--- src/rtl/i2s_rx.sv ---
// I2S slave receiver: deserializes left/right words on mclk and presents one stereo pair per frame.
// Define I2S_RX_SYNC_EN to pass sclk, lrclk and sdata through 2-flop synchronizers first.
module i2s_rx #(
  parameter int unsigned DATA_WIDTH = 24,
  parameter int unsigned SLOT_WIDTH = 32
) (
  input  logic                  mclk,
  input  logic                  rst,
  input  logic                  sclk,
  input  logic                  lrclk,
  input  logic                  sdata,
  output logic [DATA_WIDTH-1:0] left_data,
  output logic [DATA_WIDTH-1:0] right_data,
  output logic                  out_valid,
  input  logic                  out_ready,
  output logic                  overrun,
  output logic                  frame_err
);

  localparam int unsigned CntWidth = $clog2(SLOT_WIDTH + 2);
  localparam logic [CntWidth-1:0] CntData = CntWidth'(DATA_WIDTH);
  localparam logic [CntWidth-1:0] CntSlot = CntWidth'(SLOT_WIDTH);
  localparam logic [CntWidth-1:0] CntOne  = CntWidth'(1);

  localparam logic [1:0] StHunt  = 2'd0;
  localparam logic [1:0] StLeft  = 2'd1;
  localparam logic [1:0] StRight = 2'd2;

  logic sclk_s;
  logic lrclk_s;
  logic sdata_s;

`ifdef I2S_RX_SYNC_EN
  logic [1:0] sclk_sync_q, sclk_sync_d;
  logic [1:0] lrclk_sync_q, lrclk_sync_d;
  logic [1:0] sdata_sync_q, sdata_sync_d;

  always_comb begin
    sclk_sync_d  = {sclk_sync_q[0], sclk};
    lrclk_sync_d = {lrclk_sync_q[0], lrclk};
    sdata_sync_d = {sdata_sync_q[0], sdata};
  end

  always_ff @(posedge mclk) begin
    if (rst) begin
      sclk_sync_q  <= '0;
      lrclk_sync_q <= '0;
      sdata_sync_q <= '0;
    end else begin
      sclk_sync_q  <= sclk_sync_d;
      lrclk_sync_q <= lrclk_sync_d;
      sdata_sync_q <= sdata_sync_d;
    end
  end

  assign sclk_s  = sclk_sync_q[1];
  assign lrclk_s = lrclk_sync_q[1];
  assign sdata_s = sdata_sync_q[1];
`else
  assign sclk_s  = sclk;
  assign lrclk_s = lrclk;
  assign sdata_s = sdata;
`endif

  logic                  sclk_q, sclk_d;
  logic                  lr_q, lr_d;
  logic [1:0]            state_q, state_d;
  logic [CntWidth-1:0]   bit_cnt_q, bit_cnt_d;
  logic [DATA_WIDTH-1:0] shift_q, shift_d;
  logic [DATA_WIDTH-1:0] left_hold_q, left_hold_d;
  logic [DATA_WIDTH-1:0] left_data_q, left_data_d;
  logic [DATA_WIDTH-1:0] right_data_q, right_data_d;
  logic                  out_valid_q, out_valid_d;
  logic                  overrun_q, overrun_d;
  logic                  frame_err_q, frame_err_d;

  logic                  rise;
  logic                  lr_change;
  logic                  word_done;
  logic                  pair_done;
  logic [DATA_WIDTH-1:0] word;

  // Serial side: edge detect, slot tracking and word assembly.
  always_comb begin
    rise      = sclk_s & ~sclk_q;
    lr_change = rise & (lrclk_s ^ lr_q);
    word      = {shift_q[DATA_WIDTH-2:0], sdata_s};

    sclk_d      = sclk_s;
    lr_d        = rise ? lrclk_s : lr_q;
    state_d     = state_q;
    bit_cnt_d   = bit_cnt_q;
    shift_d     = shift_q;
    left_hold_d = left_hold_q;
    frame_err_d = 1'b0;
    word_done   = 1'b0;

    if (rise) begin
      case (state_q)
        StHunt: begin
          if (lr_change && !lrclk_s) begin
            state_d   = StLeft;
            bit_cnt_d = '0;
            shift_d   = '0;
          end
        end
        StLeft, StRight: begin
          if (lr_change) begin
            // This rise is the delay bit of the new slot; judge the slot that just ended.
            bit_cnt_d = '0;
            shift_d   = '0;
            if (bit_cnt_q < CntData) begin
              frame_err_d = 1'b1;
              state_d     = StHunt;
            end else begin
              state_d = (state_q == StLeft) ? StRight : StLeft;
            end
          end else if (bit_cnt_q >= CntSlot) begin
            frame_err_d = 1'b1;
            state_d     = StHunt;
          end else begin
            bit_cnt_d = bit_cnt_q + CntOne;
            if (bit_cnt_q < CntData) begin
              shift_d   = word;
              word_done = (bit_cnt_q == CntData - CntOne);
            end
          end
        end
        default: state_d = StHunt;
      endcase
    end

    if (word_done && state_q == StLeft) begin
      left_hold_d = word;
    end
  end

  assign pair_done = word_done && (state_q == StRight);

  // Parallel side: output registers and valid/ready handshake.
  always_comb begin
    left_data_d  = left_data_q;
    right_data_d = right_data_q;
    out_valid_d  = out_valid_q;
    overrun_d    = 1'b0;

    if (pair_done) begin
      left_data_d  = left_hold_q;
      right_data_d = word;
      out_valid_d  = 1'b1;
      // Completing in the acceptance cycle is a clean handoff, not an overrun.
      overrun_d    = out_valid_q & ~out_ready;
    end else if (out_valid_q && out_ready) begin
      out_valid_d = 1'b0;
    end
  end

  always_ff @(posedge mclk) begin
    if (rst) begin
      sclk_q       <= 1'b0;
      lr_q         <= 1'b0;
      state_q      <= StHunt;
      bit_cnt_q    <= '0;
      shift_q      <= '0;
      left_hold_q  <= '0;
      left_data_q  <= '0;
      right_data_q <= '0;
      out_valid_q  <= 1'b0;
      overrun_q    <= 1'b0;
      frame_err_q  <= 1'b0;
    end else begin
      sclk_q       <= sclk_d;
      lr_q         <= lr_d;
      state_q      <= state_d;
      bit_cnt_q    <= bit_cnt_d;
      shift_q      <= shift_d;
      left_hold_q  <= left_hold_d;
      left_data_q  <= left_data_d;
      right_data_q <= right_data_d;
      out_valid_q  <= out_valid_d;
      overrun_q    <= overrun_d;
      frame_err_q  <= frame_err_d;
    end
  end

  assign left_data  = left_data_q;
  assign right_data = right_data_q;
  assign out_valid  = out_valid_q;
  assign overrun    = overrun_q;
  assign frame_err  = frame_err_q;

endmodule

--- config.mk ---
export PLATFORM = sky130hd
export DESIGN_NAME = i2s_rx
export DESIGN_NICKNAME = d
export VERILOG_FILES = /design/src/rtl/i2s_rx.sv
export SDC_FILE = /design/constraint.sdc
export NUM_CORES = 1
export LEC_CHECK = 0
export CAP_MARGIN = 5
export CORE_MARGIN = 2
export CORE_UTILIZATION = 40
export CTS_BUF_LIST = sky130_fd_sc_hd__clkbuf_16
export CTS_CLUSTER_DIAMETER = 120
export DETAILED_ROUTE_END_ITERATION = 16
export PLACE_DENSITY_LB_ADDON = 0.3
export SYNTH_ARGS = -nofsm -noshare
export SYNTH_HDL_FRONTEND = slang
export SYNTH_SLANG_ARGS = --single-unit
--- constraint.sdc ---
create_clock -name mclk -period 6.75 [get_ports mclk]
set_clock_uncertainty 0.15 [all_clocks]
set_input_delay 1.0125 -clock mclk [delete_from_list [all_inputs] [get_ports mclk]]
set_output_delay 1.0125 -clock mclk [all_outputs]
set_load 0.01 [all_outputs]
==> results of run 1 <==
==> metal layers <==
metal	vias up	wire [µm]
li1	1537	-
met1	1384	3910
met2	64	3690
met3	15	286
met4	0	167
met5	-	0
==> cells in the mapped netlist, types with 2 or more instances <==
library cell and count:
a32o_2 20, and3_1 5, nor3_1 2, ha_1 6, nand2b_1 4, clkbuf_1 17
a21oi_1 53, o211ai_1 3, inv_1 6, o21ai_0 4, buf_1 2, nand3_1 2
dfxtp_1 108, a32o_1 4, nor2b_1 3, xor2_1 3, mux2i_1 25, nor2_1 32
buf_6 4, buf_2 6, and2_1 2, nand2_1 102
==> sequential cells by signal, indices dropped and copies added (netlist names) <==
name	flops
bit_cnt_q	6
frame_err	1
left_data	24
left_hold_q	24
lr_q	1
out_valid	1
overrun	1
right_data	24
sclk_q	1
shift_q	23
state_q	2
==> where the power goes <==
group          total (W)  internal, W  leakage, nW  switching (W)
logic          0.0000271   0.00000751        0.724      0.0000195
registers       0.000639     0.000638        0.870     0.00000136
clock network   0.000521     0.000289        0.140       0.000232
==> metrics by stage <==
step	util [%]	setup slack [ns]
final	50.4	3.14
after global routing	50.4	2.82
after CTS	50.4	3.09
after detailed placement	47.4	2.73
after global placement	47.4	2.88
after floorplan	-	4.20
==> worst max path at each step <==
| stage | start | end | slack, ns |
|---|---|---|---|
| finish | sclk | right_data[11] | 3.14 |
| global route | sclk | left_data[3] | 2.82 |
| CTS | sclk | right_data[11] | 3.09 |
| detailed placement | sclk | right_data[11] | 2.73 |
| global placement | sclk | left_data[7] | 2.88 |
| floorplan | sclk | left_hold_q[4] | 4.20 |
==> logic make-up (layout without fill, tap and decap cells) <==
group / Yosys count / count (layout) / share of synthesized area [%]
muxes: 26 / 26 / 6.50
xor gates and xnor gates: 5 / 5 / 1.55
AOI/OAI and AO/OA: 91 / 91 / 16.3
and+or+nand+nor: 155 / 155 / 15.8
buffers and inverters: 36 / 81 / 4.29
adders and majority gates: 6 / 6 / 1.87
DFF: 108 / 108 / 53.7
==> final cells by class <==
cell class | instances | area [µm²] | share of cell area [%]
sequential | 108 | 2160 | 43.9
multi-input combinational | 283 | 1700 | 34.4
timing repair buffer | 59 | 578 | 11.7
clock buffer | 9 | 225 | 4.57
tap | 133 | 166 | 3.38
clock inverter | 6 | 73.8 | 1.50
inverter | 7 | 26.3 | 0.533
==> placed cells by master, fill, tap and decap left out, types with 4 or more instances in the layout <==
cell / n
dfxtp_1: 108
nand2_1: 102
clkdlybuf4s50_1: 55
a21oi_1: 53
nor2_1: 32
mux2i_1: 25
a32o_2: 20
clkbuf_16: 9
inv_1: 6
ha_1: 6
nand2b_1: 4
a32o_1: 4
o21ai_0: 4
and3_1: 4
==> critical path, stage by stage <==
cell             delay [ns]
clkdlybuf4s50_1        0.46
nor2b_1                0.63
and2_1                 0.32
nand3_2                0.77
nand2_1                0.31
a21oi_1                0.10
==> impl_metrics.py, run 1 <==
metrics = {
    "global_routing": {
        "grt_pass1_vias": 2824,
        "gr-usage-met3_pct": 3.07,
        "grt_start_max_net_pins": 82,
        "grt_util_all_layers_pct": 15.0,
        "top_usage_layer": "met2",
        "grt_overflow_total": 0,
        "met2_usage_pct": 23.7,
        "grt_first_pass_wirelength_um": 13500,
        "antenna_found_initial": 0,
        "grt_use_met1_pct": 19.9,
    },
    "pwr": {
        "pwr_density_cell_nw_per_um2": 241,
        "ir_drop_mv": 0.115,
        "finalPower_w": 0.00119,
        "p_leak_nw": 1.73,
    },
    "setup_path": {
        "setup.worst_path.end_class": "flop",
        "rrSetupSlack_ns": 4.00,
        "r2r-start": "sclk_q",
        "worstSetupPathType": "primary input to flop",
        "crit_fanout": 50,
        "cp_data_required_time_ns": 6.79,
        "arrival_ns": 3.64,
        "reg2reg_depth": 5,
        "critPathLaunchType": "primary input",
        "r2r_end": "right_data[11]",
    },
    "timing": {
        "fin_crit_ns": 3.61,
        "finalSetupTns_ns": 0,
        "fmax_mhz": 277,
        "tightest_slew_ns": 0.988,
        "worst_hold_slack_ns": 0.302,
        "period_share_pct": 53.4,
        "hold_viol": 0,
        "relSlewSlack_pct": 34.1,
        "finalSetupViolations": 0,
        "final_max_slew_viol_count": 0,
        "rsz0062_at_grt": "no",
    },
    "die": {
        "core-area_um2": 9770,
        "start_util_pct": 41.2,
        "pin_count": 57,
        "rows": 36,
        "die_h_um": 104,
        "die_area_um2": 10900,
        "die_w_um": 104,
    },
    "cts": {
        "cts_hold_buf": 0,
        "numCtsBuffers": 9,
        "post_cts_resized": 0,
        "clk-insertion-delay-late_ns": 0.34,
        "clkTransAtPathRegs_ns": 0.07,
        "cts_setup_buffers": 0,
        "clock_path_buffers": 2,
        "cts_tree": "yes",
        "clock_sink_count": 108,
        "clockRootBuffer": "clkbuf_16",
        "cts_max_level": 3,
    },
    "min_path": {
        "hold_start": "left_hold_q[0]",
        "hold_end": "left_data[0]",
        "hold_path.class": "flop to flop",
        "min_path_cells": 2,
    },
    "route": {
        "routedWlPerCell_um": 13.3,
        "drc": 0,
        "drt_wl_total_um": 8060,
        "vias_per_cell": 4.96,
        "dr.pass1.iters": 4,
        "ant_nets": 0,
        "drtIter0Drc": 103,
        "via_count": 3000,
    },
    "yosys": {
        "ys.flop_type": "dfxtp_1",
        "seq_area_frac_synth_pct": 53.7,
        "synth_cell_types": 36,
        "synthCells": 427,
        "synth_top_area_share_pct": 53.7,
        "synth-seq-cells": 108,
        "synth_edf_count": 0,
        "ys_warn_count": 0,
        "syn-num-nets": 439,
        "synth_top_cell_by_area": "dfxtp_1",
        "avgSynthCellArea_um2": 9.43,
        "synth_area_leaders": "dfxtp_1, nand2_1, a21oi_1",
        "synth_area_um2": 4030,
        "async_reset_ff_share_pct": 0,
    },
    "placement": {
        "io_buffer_count": 56,
        "dp_cells": 590,
        "placed_area_um2": 4630,
        "hpwl_um": 4990,
        "place_congestion": 0.783,
    },
    "final_layout": {
        "fin_area_um2": 4930,
        "n_antenna_cell": 0,
        "finalNonFillerCells": 605,
        "areaGrowthSynthToFinish_pct": 22.4,
        "final.fill_count": 908,
        "fin_nets": 480,
        "final_layout_size_suffix_gt1_share_pct": 9.96,
    },
    "flow_run": {
        "drv_cap": 0,
    },
    "run_status": {
        "status": "finished clean",
    },
}
(Power assumes the default switching activity.)
==> inputs of run 2 (changes only) <==
==> constraint.sdc (replaced) <==
create_clock -name mclk -period 3.8 [get_ports mclk]
set_clock_uncertainty 0.15 [all_clocks]
set_input_delay 0.57 -clock mclk [delete_from_list [all_inputs] [get_ports mclk]]
set_output_delay 0.57 -clock mclk [all_outputs]
set_load 0.01 [all_outputs]
==> run 2 against run 1 <==
  * First-iteration DRC count rose by 31%
  * Final cell count rose by 0.99%
  * Routed wire length rose by 0.41%
  * Cell area rose by 0.33%
  * Power rose by 72%
  * Worst setup slack got worse by 2.1 ns
  * Sequential power rose by 78%
  * Global-route usage rose by 0.44 points
==> impl_metrics.py, run 2 (same netlist as run 1, synthesis figures left out) <==
metrics = {
    "cts": {
        "clock_path_buffers": 2,
        "cts_setup_buffers": 0,
        "cts_max_level": 3,
        "clockRootBuffer": "clkbuf_16",
        "numCtsBuffers": 9,
        "cts_tree": "yes",
        "clkTransAtPathRegs_ns": 0.07,
        "clk-insertion-delay-late_ns": 0.34,
        "cts_hold_buf": 0,
        "post_cts_resized": 0,
        "clock_sink_count": 108,
    },
    "pwr": {
        "ir_drop_mv": 0.206,
        "power_switching_w": 0.000452,
        "intPower_w": 0.00159,
        "p_leak_nw": 1.75,
        "p_comb_share_pct": 2.4,
        "netSwitchingFraction_pct": 22.1,
        "clkPwrFrac_pct": 42.1,
        "pwr_density_cell_nw_per_um2": 414,
        "seqPwrFrac_pct": 55.5,
    },
    "timing": {
        "finalSetupViolations": 0,
        "tightest_slew_ns": 0.831,
        "fmax_mhz": 361,
        "worst_hold_slack_ns": 0.304,
        "fin_crit_ns": 2.77,
        "relSlewSlack_pct": 44.6,
        "period_share_pct": 73.0,
        "hold_viol": 0,
        "finalSetupTns_ns": 0,
        "final_max_slew_viol_count": 0,
        "rsz0062_at_grt": "no",
    },
    "placement": {
        "placed_area_um2": 4670,
        "place_congestion": 0.768,
        "dp_cells": 595,
        "hpwl_um": 5340,
        "io_buffer_count": 56,
    },
    "global_routing": {
        "grt_start_max_net_pins": 81,
        "grt_overflow_total": 0,
        "grt_pass1_vias": 2905,
        "grt_first_pass_wirelength_um": 13800,
        "grt_util_all_layers_pct": 15.5,
        "antenna_found_initial": 0,
    },
    "min_path": {
        "hold_path.class": "flop to flop",
        "min_path_cells": 2,
    },
    "setup_path": {
        "cp_data_required_time_ns": 3.85,
        "setup.worst_path.end_class": "flop",
        "crit_fanout": 10,
        "reg2reg_depth": 8,
        "critPathLaunchType": "primary input",
        "worstSetupPathType": "primary input to flop",
        "arrival_ns": 2.82,
    },
    "die": {
        "core-area_um2": 9770,
        "start_util_pct": 41.2,
        "die_area_um2": 10900,
        "pin_count": 57,
        "die_h_um": 104,
        "rows": 36,
        "die_w_um": 104,
    },
    "route": {
        "ant_nets": 0,
        "drc": 0,
        "routedWlPerCell_um": 13.2,
        "drtIter0Drc": 135,
        "dr.pass1.iters": 4,
        "via_count": 3056,
        "drt_wl_total_um": 8100,
        "vias_per_cell": 5.00,
    },
    "final_layout": {
        "fin_util_pct": 50.6,
        "fin_nets": 485,
        "fin_area_um2": 4940,
        "final.fill_count": 944,
        "n_antenna_cell": 0,
        "final_layout_size_suffix_gt1_share_pct": 10.7,
        "mostFrequentLayoutCell": "dfxtp_1",
        "finalNonFillerCells": 611,
        "areaGrowthSynthToFinish_pct": 22.8,
        "final_cell_mix": "dfxtp_1, nand2_1, clkdlybuf4s50_1",
    },
    "run_status": {
        "status": "finished clean",
    },
    "flow_run": {
        "drv_cap": 0,
    },
}
[run 2: cell types whose count changed in the layout (fill, tap and decap cells not counted)]
| cell | change |
|---|---|
| buf_4 | +5 |
| bufinv_16 | -1 |
| clkinv_1 | +1 |
| clkinv_4 | +1 |
| clkinvlp_4 | -1 |
| inv_1 | +1 |
[run 2: power groups by stage]
stage / registers, W / logic (W) / clock network [W]
6_report: 0.00114 / 0.0000493 / 0.000863
5_1_grt: 0.00113 / 0.0000544 / 0.000936
4_1_cts: 0.00113 / 0.0000495 / 0.000886
3_5_place_dp: 0.00116 / 0.0000495 / 0
3_3_place_gp: 0.00116 / 0.0000485 / 0
2_1_floorplan: 0.00116 / 0.0000352 / 0
[run 2: worst max-delay path, cell delays in order]
cell and delay [ns]:
clkdlybuf4s50_1 0.63, xor2_4 0.18, nor4_2 0.35, and3_1 0.51
buf_4 0.30, mux2i_1 0.22, nor2_1 0.05
[run 2: area by class of cell]
type                            instances  area (µm²)  share of cell area, %
Sequential cell                       108        2160                   43.7
Clock inverter                          7        52.6                   1.06
Clock buffer                            9         225                   4.55
Multi-Input combinational cell        283        1700                   34.3
Timing Repair Buffer                   64         616                   12.4
Inverter                                7        26.3                  0.531
Tap cell                              133         166                   3.37
[run 2: path summary, 6_finish.rpt]
kind / start / end / slack (ns)
max: lrclk / left_hold_q[17] / 1.03
min reg2reg: left_hold_q[1] / left_data[1] / 0.30
max reg2reg: state_q[0] / shift_q[18] / 1.25
min: left_hold_q[1] / left_data[1] / 0.30
[run 2: per-layer routing]
metal  track usage, %  wire length [µm]
met1             19.6              3940
met4             7.24               105
met3             2.82               264
met5                0                 0
met2             25.4              3790
[run 2: stage by stage]
stage,worst slack (ns),total power [W]
2_1_floorplan,1.68,0.00120
3_3_place_gp,0.757,0.00121
3_5_place_dp,0.665,0.00121
4_1_cts,1.02,0.00207
5_1_grt,0.948,0.00213
6_report,1.03,0.00205
